**src/rtl/bist_pkg.sv**
```systemverilog
// Shared definitions for the PE built-in self-test scheduler: FSM encoding,
// default array geometry and a helper for index widths.
package bist_pkg;

   localparam int DEF_ROWS          = 2;
   localparam int DEF_COLS          = 2;
   localparam int DEF_WORD_SIZE     = 16;
   localparam int DEF_SETTLE_CYCLES = 4;

   typedef enum logic [2:0] {
      ST_IDLE,
      ST_SELECT,
      ST_SETTLE,
      ST_COMPARE,
      ST_ADVANCE,
      ST_DONE
   } bist_state_t;

   // Index width for a dimension of n entries, never narrower than one bit.
   function automatic int idx_width(input int n);
      return (n > 1) ? $clog2(n) : 1;
   endfunction

endpackage

```
**src/rtl/bist_settle_timer.sv**
```systemverilog
// Settle countdown: loaded while a PE is selected, expired flags the last
// cycle of the settle window so the FSM leaves SETTLE on the following edge.
module bist_settle_timer #(
   parameter int WIDTH = 8
) (
   input  logic             clk,
   input  logic             rst,
   input  logic             load,
   input  logic [WIDTH-1:0] load_value,
   output logic             expired
);

   logic [WIDTH-1:0] cnt_reg;

   always_ff @(posedge clk or posedge rst) begin
      if (rst)
         cnt_reg <= '0;
      else if (load)
         cnt_reg <= load_value;
      else if (cnt_reg != '0)
         cnt_reg <= cnt_reg - WIDTH'(1);
   end

   assign expired = (cnt_reg == WIDTH'(1));

endmodule

```
**src/rtl/bist_pe_scheduler.sv**
```systemverilog
// Walks every PE of the systolic array, shadows it with the redundant MAC,
// and records PEs whose output disagrees with the RMAC after settling.
module bist_pe_scheduler
   import bist_pkg::*;
#(
   parameter int ROWS          = DEF_ROWS,
   parameter int COLS          = DEF_COLS,
   parameter int WORD_SIZE     = DEF_WORD_SIZE,
   parameter int SETTLE_CYCLES = DEF_SETTLE_CYCLES,
   localparam int ROW_W        = idx_width(ROWS),
   localparam int COL_W        = idx_width(COLS),
   localparam int NUM_PE       = ROWS * COLS,
   localparam int CNT_W        = $clog2(NUM_PE + 1)
) (
   input  logic                 clk,
   input  logic                 rst,
   input  logic                 start,
   input  logic                 abort,
   output logic [ROW_W-1:0]     pe_sel_row,
   output logic [COL_W-1:0]     pe_sel_col,
   output logic                 rmac_en,
   input  logic [WORD_SIZE-1:0] pe_out,
   input  logic [WORD_SIZE-1:0] rmac_out,
   output logic                 busy,
   output logic                 done,
   output logic [NUM_PE-1:0]    fault_map,
   output logic [CNT_W-1:0]     fault_cnt,
   output logic                 any_fault
);

   bist_state_t          state_reg, state_next;
   logic [ROW_W-1:0]     row_reg;
   logic [COL_W-1:0]     col_reg;
   logic [NUM_PE-1:0]    fault_map_reg;
   logic [CNT_W-1:0]     fault_cnt_reg;
   logic [NUM_PE-1:0]    sel_hit;
   logic                 settle_expired;
   logic                 start_accept;
   logic                 last_pe;
   logic                 mismatch;

   bist_settle_timer #(
      .WIDTH(8)
   ) u_settle_timer (
      .clk        (clk),
      .rst        (rst),
      .load       (state_reg == ST_SELECT),
      .load_value (8'(SETTLE_CYCLES)),
      .expired    (settle_expired)
   );

   // One-hot decode of the selected PE onto the fault_map bit layout.
   generate
      for (genvar gi = 0; gi < NUM_PE; gi++) begin : g_hit
         assign sel_hit[gi] = (row_reg == ROW_W'(gi / COLS)) &&
                              (col_reg == COL_W'(gi % COLS));
      end
   endgenerate

   assign start_accept = (state_reg == ST_IDLE) && start && !abort;
   assign last_pe      = (row_reg == ROW_W'(ROWS - 1)) && (col_reg == COL_W'(COLS - 1));
   assign mismatch     = (pe_out != rmac_out);

   always_ff @(posedge clk or posedge rst) begin
      if (rst)
         state_reg <= ST_IDLE;
      else
         state_reg <= state_next;
   end

   always_comb begin
      state_next = state_reg;
      case (state_reg)
         ST_IDLE:    if (start) state_next = ST_SELECT;
         ST_SELECT:  state_next = ST_SETTLE;
         ST_SETTLE:  if (settle_expired) state_next = ST_COMPARE;
         ST_COMPARE: state_next = ST_ADVANCE;
         ST_ADVANCE: state_next = last_pe ? ST_DONE : ST_SELECT;
         ST_DONE:    state_next = ST_IDLE;
         default:    state_next = ST_IDLE;
      endcase
      // Abort overrides everything, including a start seen in IDLE.
      if (abort)
         state_next = ST_IDLE;
   end

   always_comb begin
      busy    = 1'b0;
      rmac_en = 1'b0;
      done    = 1'b0;
      case (state_reg)
         ST_IDLE:    ;
         ST_SELECT:  begin busy = 1'b1; rmac_en = 1'b1; end
         ST_SETTLE:  begin busy = 1'b1; rmac_en = 1'b1; end
         ST_DONE:    begin busy = 1'b1; done = 1'b1; end
         default:    busy = 1'b1;
      endcase
   end

   // Selection and results persist in IDLE; an abort freezes them as they are.
   always_ff @(posedge clk or posedge rst) begin
      if (rst) begin
         row_reg       <= '0;
         col_reg       <= '0;
         fault_map_reg <= '0;
         fault_cnt_reg <= '0;
      end else if (start_accept) begin
         row_reg       <= '0;
         col_reg       <= '0;
         fault_map_reg <= '0;
         fault_cnt_reg <= '0;
      end else if (!abort) begin
         if (state_reg == ST_COMPARE && mismatch) begin
            fault_map_reg <= fault_map_reg | sel_hit;
            if (fault_cnt_reg != CNT_W'(NUM_PE))
               fault_cnt_reg <= fault_cnt_reg + CNT_W'(1);
         end
         if (state_reg == ST_ADVANCE && !last_pe) begin
            if (col_reg == COL_W'(COLS - 1)) begin
               col_reg <= '0;
               row_reg <= row_reg + ROW_W'(1);
            end else begin
               col_reg <= col_reg + COL_W'(1);
            end
         end
      end
   end

   assign pe_sel_row = row_reg;
   assign pe_sel_col = col_reg;
   assign fault_map  = fault_map_reg;
   assign fault_cnt  = fault_cnt_reg;
   assign any_fault  = |fault_map_reg;

endmodule
```
**config.mk**
```make
export PLATFORM = sky130hd
export DESIGN_NAME = bist_pe_scheduler
export DESIGN_NICKNAME = d
export VERILOG_FILES = /design/src/rtl/bist_pkg.sv /design/src/rtl/bist_settle_timer.sv /design/src/rtl/bist_pe_scheduler.sv
export SDC_FILE = /design/constraint.sdc
export NUM_CORES = 1
export LEC_CHECK = 0
export BUFFER_PORTS_ARGS = -buffer_cell sky130_fd_sc_hd__buf_4
export CORE_ASPECT_RATIO = 1.4
export CORE_MARGIN = 10
export CORE_UTILIZATION = 45
export CTS_BUF_LIST = sky130_fd_sc_hd__clkbuf_4
export DETAILED_ROUTE_END_ITERATION = 10
export GPL_TIMING_DRIVEN = 0
export PLACE_DENSITY = 0.87
export SYNTH_ARGS = -nofsm -noshare
export SYNTH_HDL_FRONTEND = slang
export SYNTH_SLANG_ARGS = --single-unit
```
**constraint.sdc**
```tcl
create_clock -name clk -period 1.32 [get_ports clk]
set_input_delay 0.396 -clock clk [delete_from_list [all_inputs] [get_ports clk]]
set_output_delay 0.396 -clock clk [all_outputs]
set_load 0.02 [all_outputs]
```
# After elaboration in Yosys (flattened, before gate mapping)

Cells that the tools add are included.

Bits in registers: 20
Word-level logic and storage cells: 73

Add/sub/neg operators: 4
Eq/ne operators: 11
Multiplexer cells: 25
Bitwise operators: 3
Reduce and logical (&&, ||, !) cells: 24

Operators by type and width:

| cell                  | count |
|---|---|
| $mux W3               | 8 |
| $mux W8               | 2 |
| $ne A16 B16 Y1        | 1 |
| $pmux W3 S5           | 1 |
| $mux W4               | 3 |
| $mux W1               | 11 |
| $reduce_bool A2 Y1    | 5 |
| $ne A3 B3 Y1 const B  | 3 |
| $eq A8 B1 Y1 const B  | 1 |
| $logic_and A1 B1 Y1   | 8 |
| $reduce_bool A8 Y1    | 1 |
| $sub A8 B1 Y8 const B | 1 |
| $eq A3 B2 Y1 const B  | 2 |
| $eq A3 B3 Y1 const B  | 2 |
| $reduce_and A2 Y1     | 3 |
| $reduce_and A3 Y1     | 2 |
| $or A4 B4 Y4          | 1 |
| $reduce_or A4 Y1      | 1 |
| $add A3 B1 Y3 const B | 1 |
| $eq A3 B1 Y1 const B  | 1 |
| $logic_not A3 Y1      | 1 |
| $add A1 B1 Y1 const B | 2 |
| $logic_not A1 Y1      | 2 |
| $ne A2 B1 Y1 const B  | 1 |
| other kinds (2)       | 3 |

# Depth between registers and ports, before layout

Depth in word-level cells: 6
Depth in mapped cells: 6

# Modules after synthesis

A second synthesis with hierarchy kept.

Cells, all modules: 148
Area, all modules: 1351.3 um2

By module, submodules not included:

| module            | instances | cells an instance | area an instance (um2) | seq. area each (um2) |
|---|---|---|---|---|
| bist_pe_scheduler | 1         | 93                | 848.3                  | 300.3 |
| bist_settle_timer | 1         | 55                | 503.0                  | 200.2 |

# Worst setup path before layout

OpenSTA, ideal clock, no wires.

Path kind: reg2out
Start point: register fault_map_reg[2] (netlist: fault_map[2])
End point: output port any_fault
Data arrival time: 1.096 ns
Required time: 0.924 ns
Setup slack: -0.172 ns
Stages on the path, launching flop included: 2
Buffers on the path: 0
Cell sequence: dfrtp_1 -> or4_1

Word-level cells in the longest chain between the ends: 1

RTL lines:

| item                   | RTL line                 | RTL |
|---|---|---|
| from (decl)            | bist_pe_scheduler.sv:34  | `logic [NUM_PE-1:0] fault_map_reg;` |
| from (signal assigned) | bist_pe_scheduler.sv:114 | `fault_map_reg <= fault_map_reg \| sel_hit;` |
| $reduce_or A4 Y1       | bist_pe_scheduler.sv:133 | `assign any_fault = \|fault_map_reg;` |
| to (decl)              | bist_pe_scheduler.sv:28  | `output logic any_fault` |

No other way between the ends.

# Final worst setup path

Start point: register fault_map_reg[1] (netlist: fault_map[1])
End point: output port any_fault

Same word-level chain as after synthesis.

==> impl_metrics.yaml <==
outcome:
  failed_checks: "negative setup slack"
  outcome: "finished with violations"
layout:
  final_cell_area_um2: 2411
  syn_to_final_growth_pct: 89.29
  layout_commonest_cell: "buf_4"
  fillers: 110
  diodes: 0
  final_util_pct: 90.30
  nets: 257
  mostFrequentLayoutCells: "57 x buf_4, 22 x buf_6, 11 x dfrtp_1"
  drive_gt1_share_pct: 66.67
  largest_reg_flops: 8
clock_network:
  clockBufferDepth: 2
  cts_tree: "done"
  clk_transition_reported_paths_ns: 0.13
  clock-sinks: 20
  worstSkewPairLatency_ns: 0.35
  cts_max_level: 1
  clockRootBuffer: "clkbuf_4"
  numCtsBuffers: 3
  hold_buffers: 0
worst_setup_path:
  end_kind: "primary output"
  path_class: "flop to primary output"
  crit_chain: "or4_4 > buf_6"
  crit_family: "simple AND/OR/NAND/NOR gates"
  worstSetupStartpoint: "fault_map[1]$_DFFE_PP0P_"
  critPathArrivalTime_ns: 1.44
  regToRegStartpoint: "state_reg[1]$_DFFE_PP0P_"
  max_stage_delay_ns: 0.53
  cp.required_ns: 0.92
  crit_fanout: 2
  slowest_stage: "or4_4"
  crit_buf_inv: 1
  crit_path_start_kind: "flop"
power:
  p_per_area_nw_per_um2: 1569
  p_int_w: 0.002241
  clock_power_share_pct: 14.6
  irDropWorstVdd_v: 0.001135
  seq_power_share_pct: 26.0
  pwr-share-comb_pct: 59.5
  p_leak_nw: 1.066
  switchingPower_w: 0.001541
  p_sw_share_pct: 40.75
synth:
  synth_compound_area_share_pct: 9.332
  synthSimpleGateAreaFrac_pct: 26.03
  syn_area_per_cell_um2: 9.435
  synthArstFlopShare_pct: 100.0
  yosys_warnings: 0
  ys_seq_area_share_pct: 39.29
  synth-xor-area-share_pct: 13.75
  synth_fa_ha_area_share_pct: 3.929
  synth_nets: 175
  synth_mux_area_share_pct: 3.143
  synth_top_family_by_area: "simple AND/OR/NAND/NOR gates"
  synthDistinctLibCells: 39
  syn_area_um2: 1274
  syn_inst: 135
  synth_edf_count: 0
  ys_ff_latch: 20
  ys.flop_type: "dfrtp_1"
sta:
  relSlewSlack_pct: 47.25
  max_slew.worst_pin.slew_ns: 0.7903
  rsz0062_at_grt: "yes"
  drv_slew: 0
  post-route-period-util_pct: 138.8
  worst_slack_ns: -0.5115
  hold_viol: 0
  timing.setup.tns_ns: -6.088
  setup_viol: 30
  fmax_mhz: 546.0
  whs_ns: 0.1767
  fin_skew_ns: 0.01131
  post-route-min-period_ns: 1.832
global_routing:
  grtUsageMet3_pct: 6.317
  grt_busiest_layer: "met2"
  grt_pass1_wl_um: 6575
  grt_max_degree: 21
  use_met1_pct: 13.26
  antenna_found_initial: 0
  grt.total_usage_pct: 15.31
  grt_pass1_vias: 1432
  grt-ovfl-total: 0
  globalRouteMet2Util_pct: 28.32
floorplanning:
  core_um2: 2670
  die-width_um: 64.97
  start_util_pct: 47.70
  die_h_um: 82.95
  die-area_um2: 5389
  io-pin-count: 49
  rows: 22
detailed_routing:
  detail_route.wl_per_cell_um: 21.52
  drt_iter0_drc: 53
  vias: 1396
  routed_wl_um: 5424
  first_pass_iters: 4
  drt-vias-per-instance: 5.540
  drc: 0
  ant_nets: 0
placed_design:
  hpwlAfterDp_um: 2827
  place_area_um2: 1737
  numPortBuffers: 48
  place.gp.congestion: 0.7291
job:
  maxCapViolations: 0
min_path:
  hp-class: "input port to async pin"
==> layout make-up <==
type	count	area (µm²)	share of cell area, %
clock inverter	1	30.03	1.245
inverter	8	30.03	1.245
multi-input combinational	103	1061	44.01
timing repair buffer	79	688.2	28.54
tap	36	45.04	1.868
sequential	20	511.7	21.22
clock buffer	3	22.52	0.9341
buffer	2	22.52	0.9341
==> timing repair <==
action,4_1_cts,5_1_grt
setup buffers,15,16
resized for setup,45,37
gates cloned,0,0
endpoints found under the hold margin,0,0
pin swaps,20,17
endpoints found under the setup margin,19,30
==> Yosys cell counts (3+ instances only) <==
| master | count | area share, % |
|---|---|---|
| inv_1 | 8 | 2.4 |
| mux2i_1 | 4 | 3.1 |
| o31ai_1 | 3 | 1.8 |
| nand4_1 | 4 | 2.0 |
| o21ai_0 | 4 | 1.6 |
| ha_1 | 4 | 3.9 |
| dfrtp_1 | 20 | 39 |
| nor2_1 | 13 | 3.8 |
| nand2_1 | 12 | 3.5 |
| nand3_1 | 5 | 2.0 |
| a21oi_1 | 6 | 2.4 |
| xnor2_1 | 18 | 12 |
| nand2b_1 | 3 | 1.5 |
==> power groups by stage <==
stage	sequential, W	clock (W)	combinational (W)
finish	0.000983	0.000551	0.00225
global route	0.000995	0.000565	0.00236
CTS	0.000953	0.000515	0.00155
detailed placement	0.000955	0	0.00110
global placement	0.000935	0	0.00105
floorplan	0.000955	0	0.000722
==> path summary, 6_finish.rpt <==
check | end | slack, ns | cells after the start
setup / recovery | any_fault | -0.51 | 2
hold / removal | fault_map[0]$_DFFE_PP0P_ | 0.18 | 2
setup reg to reg | u_settle_timer.cnt_reg[7]$_DFFE_PP0P_ | -0.41 | 7
hold reg to reg | fault_cnt[0]$_DFFE_PP0P_ | 0.61 | 2
max in group asynchronous | u_settle_timer.cnt_reg[3]$_DFFE_PP0P_ | 0.59 | 2
min in group clk | state_reg[2]$_DFFE_PP0P_ | 0.28 | 2
==> per-stage QoR <==
stage	total power [W]	cells	setup slack [ns]
after global routing	0.003920	252	-0.5414
final	0.003783	252	-0.5115
after floorplan	0.001677	135	-0.09880
after detailed placement	0.002055	219	-0.3418
after global placement	0.001981	219	-0.2813
after CTS	0.003019	236	-0.4740
==> cell families after synthesis <==
family                   after synthesis
buffers and inverters                 12
multiplexers                           4
XOR/XNOR                              20
AO/OA/AOI/OAI                         17
AND/OR/NAND/NOR                       58
adder cells (fa/ha/maj)                4
flip-flops                            20
==> layer usage <==
layer	vias to the layer above	part of all wire (%)
met2	79	52
li1	627	-
met4	0	3.2
met5	-	0
met3	17	8.2
met1	673	37
Note: power is estimated with default switching activity, not from simulation.
